### src/rtl/rfarb_pkg.sv
// Shared types and default widths for the register-file access arbiter.
package rfarb_pkg;

  localparam int unsigned RFARB_ADDR_W = 5;
  localparam int unsigned RFARB_DATA_W = 32;

  typedef enum logic [1:0] {
    IDLE = 2'd0,
    WR   = 2'd1,
    RD   = 2'd2,
    RSP  = 2'd3
  } rfarb_state_e;

endpackage

### src/rtl/regfile_access_arbiter_rr_arbiter.sv
// Combinational round-robin picker: first set request at or after i_ptr, wrapping.
module rr_arbiter #(
  parameter int unsigned NUM_REQ = 4,
  parameter int unsigned IDX_W   = (NUM_REQ > 1) ? $clog2(NUM_REQ) : 1
) (
  input  logic [NUM_REQ-1:0] i_req,
  input  logic [IDX_W-1:0]   i_ptr,
  output logic [NUM_REQ-1:0] o_grant,
  output logic [IDX_W-1:0]   o_idx,
  output logic               o_any
);

  logic [IDX_W-1:0] w_pos;

  always_comb begin
    o_grant = '0;
    o_idx   = '0;
    o_any   = 1'b0;
    w_pos   = '0;
    for (int unsigned off = 0; off < NUM_REQ; off++) begin
      w_pos = IDX_W'((32'(i_ptr) + off) % NUM_REQ);
      if (!o_any && i_req[w_pos]) begin
        o_any          = 1'b1;
        o_idx          = w_pos;
        o_grant[w_pos] = 1'b1;
      end
    end
  end

endmodule

### src/rtl/regfile_access_arbiter.sv
// Shares the regfile write port and registered read ports among NUM_REQ clients.
// Optional RFARB_WRITE_PRIORITY_EN: pending writes win over reads.
module regfile_access_arbiter
  import rfarb_pkg::*;
#(
  parameter int unsigned NUM_REQ = 4,
  parameter int unsigned ADDR_W  = RFARB_ADDR_W,
  parameter int unsigned DATA_W  = RFARB_DATA_W
) (
  input  logic                      clk,
  input  logic                      rst,
  input  logic [NUM_REQ-1:0]        req_valid,
  input  logic [NUM_REQ-1:0]        req_we,
  input  logic [NUM_REQ*ADDR_W-1:0] req_addr1,
  input  logic [NUM_REQ*ADDR_W-1:0] req_addr2,
  input  logic [NUM_REQ*DATA_W-1:0] req_wdata,
  output logic [NUM_REQ-1:0]        req_ready,
  output logic [NUM_REQ-1:0]        rsp_valid,
  output logic [DATA_W-1:0]         rsp_data1,
  output logic [DATA_W-1:0]         rsp_data2,
  output logic                      rf_w_enable,
  output logic [ADDR_W-1:0]         rf_w_addr,
  output logic [DATA_W-1:0]         rf_w_data,
  output logic [ADDR_W-1:0]         rf_r_addr1,
  output logic [ADDR_W-1:0]         rf_r_addr2,
  input  logic [DATA_W-1:0]         rf_out_data1,
  input  logic [DATA_W-1:0]         rf_out_data2
);

  localparam int unsigned IDX_W = (NUM_REQ > 1) ? $clog2(NUM_REQ) : 1;

  rfarb_state_e        r_state;
  logic [IDX_W-1:0]    r_ptr;
  logic [IDX_W-1:0]    r_owner;
  logic                r_rf_w_enable;
  logic [ADDR_W-1:0]   r_rf_w_addr;
  logic [DATA_W-1:0]   r_rf_w_data;
  logic [ADDR_W-1:0]   r_rf_r_addr1;
  logic [ADDR_W-1:0]   r_rf_r_addr2;
  logic [NUM_REQ-1:0]  r_rsp_valid;

  logic [NUM_REQ-1:0]  w_req_mask;
  logic [NUM_REQ-1:0]  w_grant;
  logic [IDX_W-1:0]    w_idx;
  logic [IDX_W-1:0]    w_ptr_nxt;
  logic                w_any;
  logic [ADDR_W-1:0]   w_sel_addr1;
  logic [ADDR_W-1:0]   w_sel_addr2;
  logic [DATA_W-1:0]   w_sel_wdata;

`ifdef RFARB_WRITE_PRIORITY_EN
  assign w_req_mask = (|(req_valid & req_we)) ? (req_valid & req_we) : req_valid;
`else
  assign w_req_mask = req_valid;
`endif

  rr_arbiter #(
    .NUM_REQ (NUM_REQ),
    .IDX_W   (IDX_W)
  ) u_rr_arbiter (
    .i_req   (w_req_mask),
    .i_ptr   (r_ptr),
    .o_grant (w_grant),
    .o_idx   (w_idx),
    .o_any   (w_any)
  );

  assign w_ptr_nxt   = (32'(w_idx) == NUM_REQ - 1) ? '0 : w_idx + IDX_W'(1);
  assign w_sel_addr1 = req_addr1[32'(w_idx)*ADDR_W +: ADDR_W];
  assign w_sel_addr2 = req_addr2[32'(w_idx)*ADDR_W +: ADDR_W];
  assign w_sel_wdata = req_wdata[32'(w_idx)*DATA_W +: DATA_W];

  // Grant is only offered in IDLE and never while reset is asserted.
  assign req_ready = (r_state == IDLE && rst) ? w_grant : '0;

  always_ff @(posedge clk or negedge rst) begin
    if (!rst) begin
      r_state       <= IDLE;
      r_ptr         <= '0;
      r_owner       <= '0;
      r_rf_w_enable <= 1'b0;
      r_rf_w_addr   <= '0;
      r_rf_w_data   <= '0;
      r_rf_r_addr1  <= '0;
      r_rf_r_addr2  <= '0;
      r_rsp_valid   <= '0;
    end else begin
      case (r_state)
        IDLE: begin
          if (w_any) begin
            r_owner <= w_idx;
            r_ptr   <= w_ptr_nxt;
            if (req_we[w_idx]) begin
              r_rf_w_enable <= 1'b1;
              r_rf_w_addr   <= w_sel_addr1;
              r_rf_w_data   <= w_sel_wdata;
              r_state       <= WR;
            end else begin
              r_rf_r_addr1 <= w_sel_addr1;
              r_rf_r_addr2 <= w_sel_addr2;
              r_state      <= RD;
            end
          end
        end
        WR: begin
          r_rf_w_enable <= 1'b0;
          r_state       <= IDLE;
        end
        RD: begin
          r_rsp_valid <= NUM_REQ'(1) << r_owner;
          r_state     <= RSP;
        end
        RSP: begin
          r_rsp_valid <= '0;
          r_state     <= IDLE;
        end
        default: begin
          r_rf_w_enable <= 1'b0;
          r_rsp_valid   <= '0;
          r_state       <= IDLE;
        end
      endcase
    end
  end

  assign rsp_valid   = r_rsp_valid;
  assign rsp_data1   = rf_out_data1;
  assign rsp_data2   = rf_out_data2;
  assign rf_w_enable = r_rf_w_enable;
  assign rf_w_addr   = r_rf_w_addr;
  assign rf_w_data   = r_rf_w_data;
  assign rf_r_addr1  = r_rf_r_addr1;
  assign rf_r_addr2  = r_rf_r_addr2;

endmodule
### config.mk
export PLATFORM = sky130hd
export DESIGN_NAME = regfile_access_arbiter
export DESIGN_NICKNAME = d
export VERILOG_FILES = /design/src/rtl/rfarb_pkg.sv /design/src/rtl/regfile_access_arbiter_rr_arbiter.sv /design/src/rtl/regfile_access_arbiter.sv
export SDC_FILE = /design/constraint.sdc
export NUM_CORES = 1
export LEC_CHECK = 0
export CAP_MARGIN = 40
export CORE_AREA = 2 2 139 141
export DETAILED_ROUTE_END_ITERATION = 8
export DIE_AREA = 0 0 141 143
export GPL_TIMING_DRIVEN = 0
export PLACE_DENSITY = 0.6
export SLEW_MARGIN = 10
export SYNTH_ARGS = -nofsm -noshare
export SYNTH_HDL_FRONTEND = slang
export SYNTH_SLANG_ARGS = --single-unit
### constraint.sdc
create_clock -name clk -period 3.9 [get_ports clk]
set_clock_uncertainty 0.05 [all_clocks]
set_input_delay 0.585 -clock clk [delete_from_list [all_inputs] [get_ports clk]]
set_output_delay 0.585 -clock clk [all_outputs]
set_load 0.02 [all_outputs]
==> key figures, run 1 <==
Synthesis
  – Synth top area share: 0.313
  – Yosys reg bits: 58
  – FFs w/ async S/R, synth: 1.00
  – Cells after Synth: between 400 and 500
  – Synth top area cells: dfrtp_1 31%, mux2i_1 11%, buf_4 11%
  – Syn Nets: 735
  – Yosys Warn Count: 0
  – Post-synth EDFFs: 0
  – Cell with the most instances after synthesis: buf_4
  – Synthesized area: roughly 4600 µm²
  – Synth cell count leaders: 65 x buf_4, 58 x dfrtp_1, 53 x mux2i_1
  – Synth cell types: slightly above 50
  – Syn Area/Cell: between 9 and 10 µm²
  – Sequential area share after synthesis: 0.313
  – Dominant cell type by area after synthesis: dfrtp_1
  – Main flop type after synthesis: dfrtp_1

Place
  – DP Wirelength: 14.8 mm
  – PortBufs: slightly below 300
  – Final Wtd Congestion: 0.769
  – Place WS: -0.414 ns

Finish
  – Area of the multi-input gates: approximately 2400 µm²
  – Register area: ~1500 µm²
  – Fill count: 1868
  – Util after Layout: 0.443
  – Nets: ~1000
  – N_diodes: 0
  – Area growth, synth to finish: 77.2%
  – Layout cells sized above 1: 0.185

STA
  – Final worst-path cycle share: 0.953
  – Setup TNS: 0 ns
  – Max-Slew Margin vs Limit: 0.430
  – Final count of pins violating max slew: 0
  – Slew @ Worst Pin: around 0.85 ns
  – Fmax: between 200 and 300 MHz
  – Min Tclk post-route: ~3.7 ns
  – # setup viols final: 0
  – Fin worst setup slack: about 0.18 ns
  – Hold Violations, Final: 0
  – RSZ-0062 raised after global routing: false

Global route
  – Initial antenna violation count: 1
  – Total GRT Usage: 0.174
  – Vias in the first global route: ~4800
  – GR Overflow Total: 0
  – First-pass GRT wire length: about 27 mm
  – Largest net degree at the start of global routing: 60

Hold path
  – Hold WC Path Type: input pin to asynchronous set/reset pin

Pwr
  – LEAKAGE: approximately 3.5 nW
  – Max VDD drop: 0.000272 V
  – PD cells: 711 nW/µm²

Worst setup path
  – CP max stage delay: ~0.54 ns
  – Crit start category: input pin
  – Endpoint type of the worst setup path: primary output
  – Crit path cell chain: clkdlybuf4s50_1 > buf_2 > mux4_1 > and2b_2 > a22oi_1 > nor2_1 > a221oi_1 > nor2_1 > clkdlybuf4s50_1
  – Crit-path max FO: 10
  – Critical path arrival: 3.08 ns
  – Worst reg2reg setup slack: 0.33 ns
  – CP top delay family: buffers and inverters
  – CP Class: input pin to primary output
  – Buf/Inv on CP: 3
  – CP required: 3.26 ns
  – Crit-path slowest cell: clkdlybuf4s50_1

Clock tree
  – CTS max path bufs: 2
  – Reg clk slew, reported paths: roughly 0.050 ns
  – TritonCTS clock tree: built
  – TritonCTS Buffers: 9
  – H-tree depth: 3
  – CTS Root Cell: clkbuf_16
  – Clock Latency Late Sink: ~0.33 ns
  – Clock sink total: just under 60

Drt
  – # DRC: 0
  – Vias per cell: roughly 4.7
  – TritonRoute pass-1 iters: 5
  – DR iter-0 viols: between 200 and 250
  – WL/cell: between 15 and 20 µm
  – Antenna viol nets, final: 0
  – Total wire length: roughly 18 mm
  – Vias after detailed routing: 4814

Floorplan
  – Chip height: between 100 and 150 µm
  – Starting Density: 0.250
  – Die area: slightly above 20000 µm²
  – I/O pins: roughly 360
  – Die X: between 100 and 150 µm
  – Cell Rows: 50
  – Core area: around 19000 µm²

Run status
  – Outcome: complete, no violations

Job
  – Max_cap viols: 0
==> stage by stage <==
| step | hold WS (ns) | cells | area, µm² | power, W |
|---|---|---|---|---|
| floorplan | 0.239 | 486 | 4640 | 0.00355 |
| global placement | 0.427 | 1016 | 7900 | 0.00500 |
| CTS | 0.323 | 1030 | 8210 | 0.00590 |
| detailed placement | 0.428 | 1016 | 7900 | 0.00503 |
| global route | 0.354 | 1032 | 8230 | 0.00627 |
| finish | 0.290 | 1032 | 8230 | 0.00585 |
==> logic make-up after synthesis <==
family | after synthesis | share of synthesized area
AO/OA/AOI/OAI | 82 | 0.158
XOR/XNOR | 3 | 0.00566
adder cells (fa/ha/maj) | 7 | 0.0189
buffers and inverters | 147 | 0.178
flip-flops | 58 | 0.313
multiplexers | 95 | 0.223
AND/OR/NAND/NOR | 94 | 0.104
==> worst reg2reg max path, stage by stage (launching register included) <==
cell	delay [ns]
dfrtp_2	0.48
buf_6	0.18
inv_4	0.13
ha_4	0.23
buf_4	0.14
nand2b_1	0.13
a21o_1	0.23
a32o_1	0.29
o311ai_2	0.76
mux2_2	0.39
buf_2	0.26
o221ai_1	0.16
==> cell type report <==
cell class / count / share of cell area
timing repair buffer: 298 / 0.361
clock inverter: 2 / 0.00426
clock buffer: 13 / 0.0328
inverter: 51 / 0.0236
sequential: 58 / 0.177
tap: 234 / 0.0356
multi-input combinational: 281 / 0.289
buffer: 95 / 0.0769
==> state kept, by name (all words and copies together), names as in the netlist <==
register / flops
r_state: 2
r_owner: 2
rsp_valid: 4
rf_w_addr: 5
rf_r_addr2: 5
rf_w_data: 32
rf_w_enable: 1
rf_r_addr1: 5
r_ptr: 2
==> worst paths after layout <==
path                               from            to  cells past startpoint
setup / recovery           req_valid[0]  req_ready[2]                      9
setup reg to reg               r_ptr[0]  rf_w_data[7]                     11
hold / removal                      rst  rsp_valid[1]                      1
hold reg to reg            rsp_valid[2]  rsp_valid[2]                      1
min in group clk           rsp_valid[2]  rsp_valid[2]                      1
max in group asynchronous           rst      r_ptr[0]                      1
==> placed cells by master, fill, tap and decap left out, drive strengths merged, types with 4 or more instances in the layout <==
master / netlist / final
clkdlybuf4s50: 0 / 294
buf: 79 / 82
dfrtp: 58 / 58
mux2i: 53 / 53
inv: 50 / 51
mux2: 40 / 40
nand3: 33 / 33
o221ai: 33 / 33
clkbuf: 17 / 29
nor2: 21 / 21
a222oi: 10 / 10
nor3: 9 / 9
nand2: 8 / 8
ha: 7 / 7
o21ai: 7 / 7
nand4: 6 / 6
nand2b: 5 / 5
a221o: 5 / 5
a22oi: 4 / 4
a221oi: 4 / 4
nand4b: 4 / 4
==> what timing repair did <==
action	in CTS	in global routing
gates resized for setup	8	5
endpoints found under the hold margin	0	0
hold buffers	0	0
buffers inserted	0	2
cloned	0	0
pin swaps	0	1
endpoints found under the setup margin	52	39
==> power breakdown <==
part | internal [W] | switching [W] | leakage (nW)
Clock | 0.000541 | 0.000268 | 0.152
Combinational | 0.00183 | 0.00213 | 2.65
Sequential | 0.000910 | 0.000170 | 0.699
==> routing by layer <==
layer,up-vias,part of all wire,track usage
li1,2342,-,-
met1,2246,0.40,0.207
met3,9,0.078,0.0530
met2,217,0.51,0.310
met4,0,0.0063,0.0379
met5,-,0,0
Power figures use the tool's default switching activity.
==> inputs of run 2 (changes only) <==
--- a/config.mk
+++ b/config.mk
@@ -11,7 +11,9 @@
 export DIE_AREA = 0 0 141 143
 export GPL_TIMING_DRIVEN = 0
 export PLACE_DENSITY = 0.6
+export SKIP_CTS_REPAIR_TIMING = 1
 export SLEW_MARGIN = 10
 export SYNTH_ARGS = -nofsm -noshare
 export SYNTH_HDL_FRONTEND = slang
 export SYNTH_SLANG_ARGS = --single-unit
+export TNS_END_PERCENT = 20
==> key figures, run 2 (synthesis results as in run 1) <==
Finish
  – Nets: 1045 (+0.19%)
  – Commonest non-fill, non-tap cell in the layout: clkdlybuf4s50_1
  – Non-Filler Instances: 1034 (+0.19%)
  – Commonest cells after routing, fill and taps aside: 291 x clkdlybuf4s50_1, 70 x buf_4, 57 x dfrtp_1, 53 x mux2i_1, 50 x inv_1
  – Register area: 1450 µm² (unchanged)
  – Cell area after layout: 8270 µm² (+0.53%)
  – Area of the multi-input gates: 2390 µm² (+0.74%)
  – N_diodes: 0 (unchanged)
  – Area growth, synth to finish: 78.1%
  – Max reg flops: 32 (unchanged)
  – Fill count: 1869 (+0.054%)
  – Layout cells sized above 1: 0.188 (+0.00204)

STA
  – Max-Slew Margin vs Limit: 0.474 (+0.0432)
  – Fin worst setup slack: 0.330 ns (+0.147 ns)
  – Hold Violations, Final: 0 (unchanged)
  – Final worst-path cycle share: 0.915 (-0.0376)
  – Slew @ Worst Pin: 0.790 ns (-0.0635 ns)
  – Final count of pins violating max slew: 0 (unchanged)
  – Setup TNS: 0 ns (unchanged)
  – RSZ-0062 raised after global routing: false
  – Fmax: 280 MHz (+4.1%)
  – Min Tclk post-route: 3.57 ns (-0.147 ns)
  – # setup viols final: 0 (unchanged)

Job
  – Max_cap viols: 0 (unchanged)

Global route
  – First-pass GRT wire length: 26.8 mm (unchanged)
  – Initial antenna violation count: 1 (unchanged)
  – GR Overflow Total: 0 (unchanged)
  – Vias in the first global route: 4770 (+0.13%)
  – Largest net degree at the start of global routing: 60 (unchanged)
  – Total GRT Usage: 0.174 (about the same)

Clock tree
  – TritonCTS clock tree: built
  – TritonCTS Buffers: 9 (unchanged)
  – Clock sink total: 58 (unchanged)
  – CTS Root Cell: clkbuf_16
  – CTS max path bufs: 2 (unchanged)
  – Clock Latency Late Sink: 0.33 ns (about the same)
  – H-tree depth: 3 (unchanged)
  – Reg clk slew, reported paths: 0.05 ns (about the same)

Drt
  – Vias per cell: 4.65 (-0.42%)
  – WL/cell: 17.7 µm (about the same)
  – Top sig layer: met4
  – Vias after detailed routing: 4803 (-0.23%)
  – TritonRoute pass-1 iters: 5 (unchanged)
  – Total wire length: 18.3 mm (+0.14%)
  – Met3 WL post-DR: 1.43 mm (+0.84%)
  – DR iter-0 viols: 216 (+1.4%)
  – # DRC: 0 (unchanged)
  – Wire length on met2: 9.41 mm (+0.16%)
  – Antenna viol nets, final: 0 (unchanged)
  – WL met1: 7.38 mm (about the same)

Worst setup path
  – Crit start category: input pin
  – Endpoint type of the worst setup path: flip-flop
  – R2R cell count: 11 (unchanged)
  – R2r startpoint: r_ptr[0]
  – Crit-path max FO: 10 (unchanged)
  – Worst reg2reg setup slack: 0.38 ns (+0.05 ns)
  – Reg2Reg Capture Point: rf_w_addr[2]
  – Critical path arrival: 3.70 ns (+0.62 ns)
  – CP required: 4.03 ns (+0.77 ns)
  – CP Class: input pin to flip-flop

Floorplan
  – I/O pins: 362 (unchanged)
  – Cell Rows: 50 (unchanged)
  – Die X: 141 µm (unchanged)
  – Die area: 20200 µm² (unchanged)
  – Core area: 18600 µm² (unchanged)
  – Chip height: 143 µm (unchanged)
  – Starting Density: 0.250 (unchanged)

Pwr
  – PD cells: 709 nW/µm² (-0.25%)
  – Max VDD drop: 0.000272 V (+0.23%)
  – LEAKAGE: 3.58 nW (+2.3%)

Run status
  – Outcome: complete, no violations

Place
  – DP Wirelength: 14.8 mm (unchanged)
  – Placement Cell Area: 7900 µm² (unchanged)
  – Place WS: -0.414 ns (unchanged)
  – PortBufs: 296 (unchanged)
  – Final Wtd Congestion: 0.769 (unchanged)
  – Dpl cells: 1016 (unchanged)

Hold path
  – Hold WC Path Type: input pin to asynchronous set/reset pin
-- run 2: cell count changes in the layout (fill, tap and decap cells not counted), sizes merged --
cell and change:
dlymetal6s2s +4, clkdlybuf4s50 -3, buf +2, clkinvlp +1, inv -1, dlygate4sd2 -1
-- run 2: power by group --
part / leakage [nW] / internal (W) / total (W) / switching, W
sequential: 0.699 / 0.000910 / 0.00108 / 0.000170
clock: 0.152 / 0.000541 / 0.000810 / 0.000268
combinational: 2.73 / 0.00184 / 0.00398 / 0.00214
total: 3.58 / 0.00329 / 0.00587 / 0.00258
-- run 2: metal layers --
layer,GRT usage,up-vias
met5,0,-
met4,0.0379,0
met3,0.0530,10
met2,0.310,216
met1,0.206,2233
li1,-,2344
-- run 2: how the worst max path moves through the flow --
stage | startpoint | to | cells after the start
CTS | r_ptr[0] | req_ready[1] | 11
floorplan | r_ptr[0] | rf_r_addr2[0] | 10
detailed placement | r_ptr[0] | rf_w_data[24] | 11
global route | req_valid[2] | rf_w_data[14] | 10
global placement | rst | req_ready[2] | 4
finish | req_valid[2] | rf_w_data[14] | 10
-- run 2: layout make-up --
type                            count  area share
Timing Repair Buffer              300       0.363
Multi-Input combinational cell    281       0.289
Sequential cell                    58       0.176
Buffer                             95      0.0764
Tap cell                          234      0.0354
Clock buffer                       13      0.0327
Inverter                           51      0.0236
Clock inverter                      2     0.00424
-- run 2: critical path: stages --
cell and delay (ns):
clkdlybuf4s50_1 0.52, or2_1 0.27, clkbuf_1 0.17, nor3_1 0.44, nand2b_1 0.17, clkbuf_1 0.42, o311ai_2 0.20, nand2b_1 0.30
clkbuf_1 0.45, o221ai_1 0.18
-- run 2: metrics by stage --
stage	total power, W	util	hold slack (ns)
2_1_floorplan	0.00355	-	0.239
3_3_place_gp	0.00500	0.425	0.427
3_5_place_dp	0.00503	0.425	0.428
4_1_cts	0.00587	0.441	0.323
5_1_grt	0.00629	0.445	0.354
6_report	0.00587	0.445	0.291
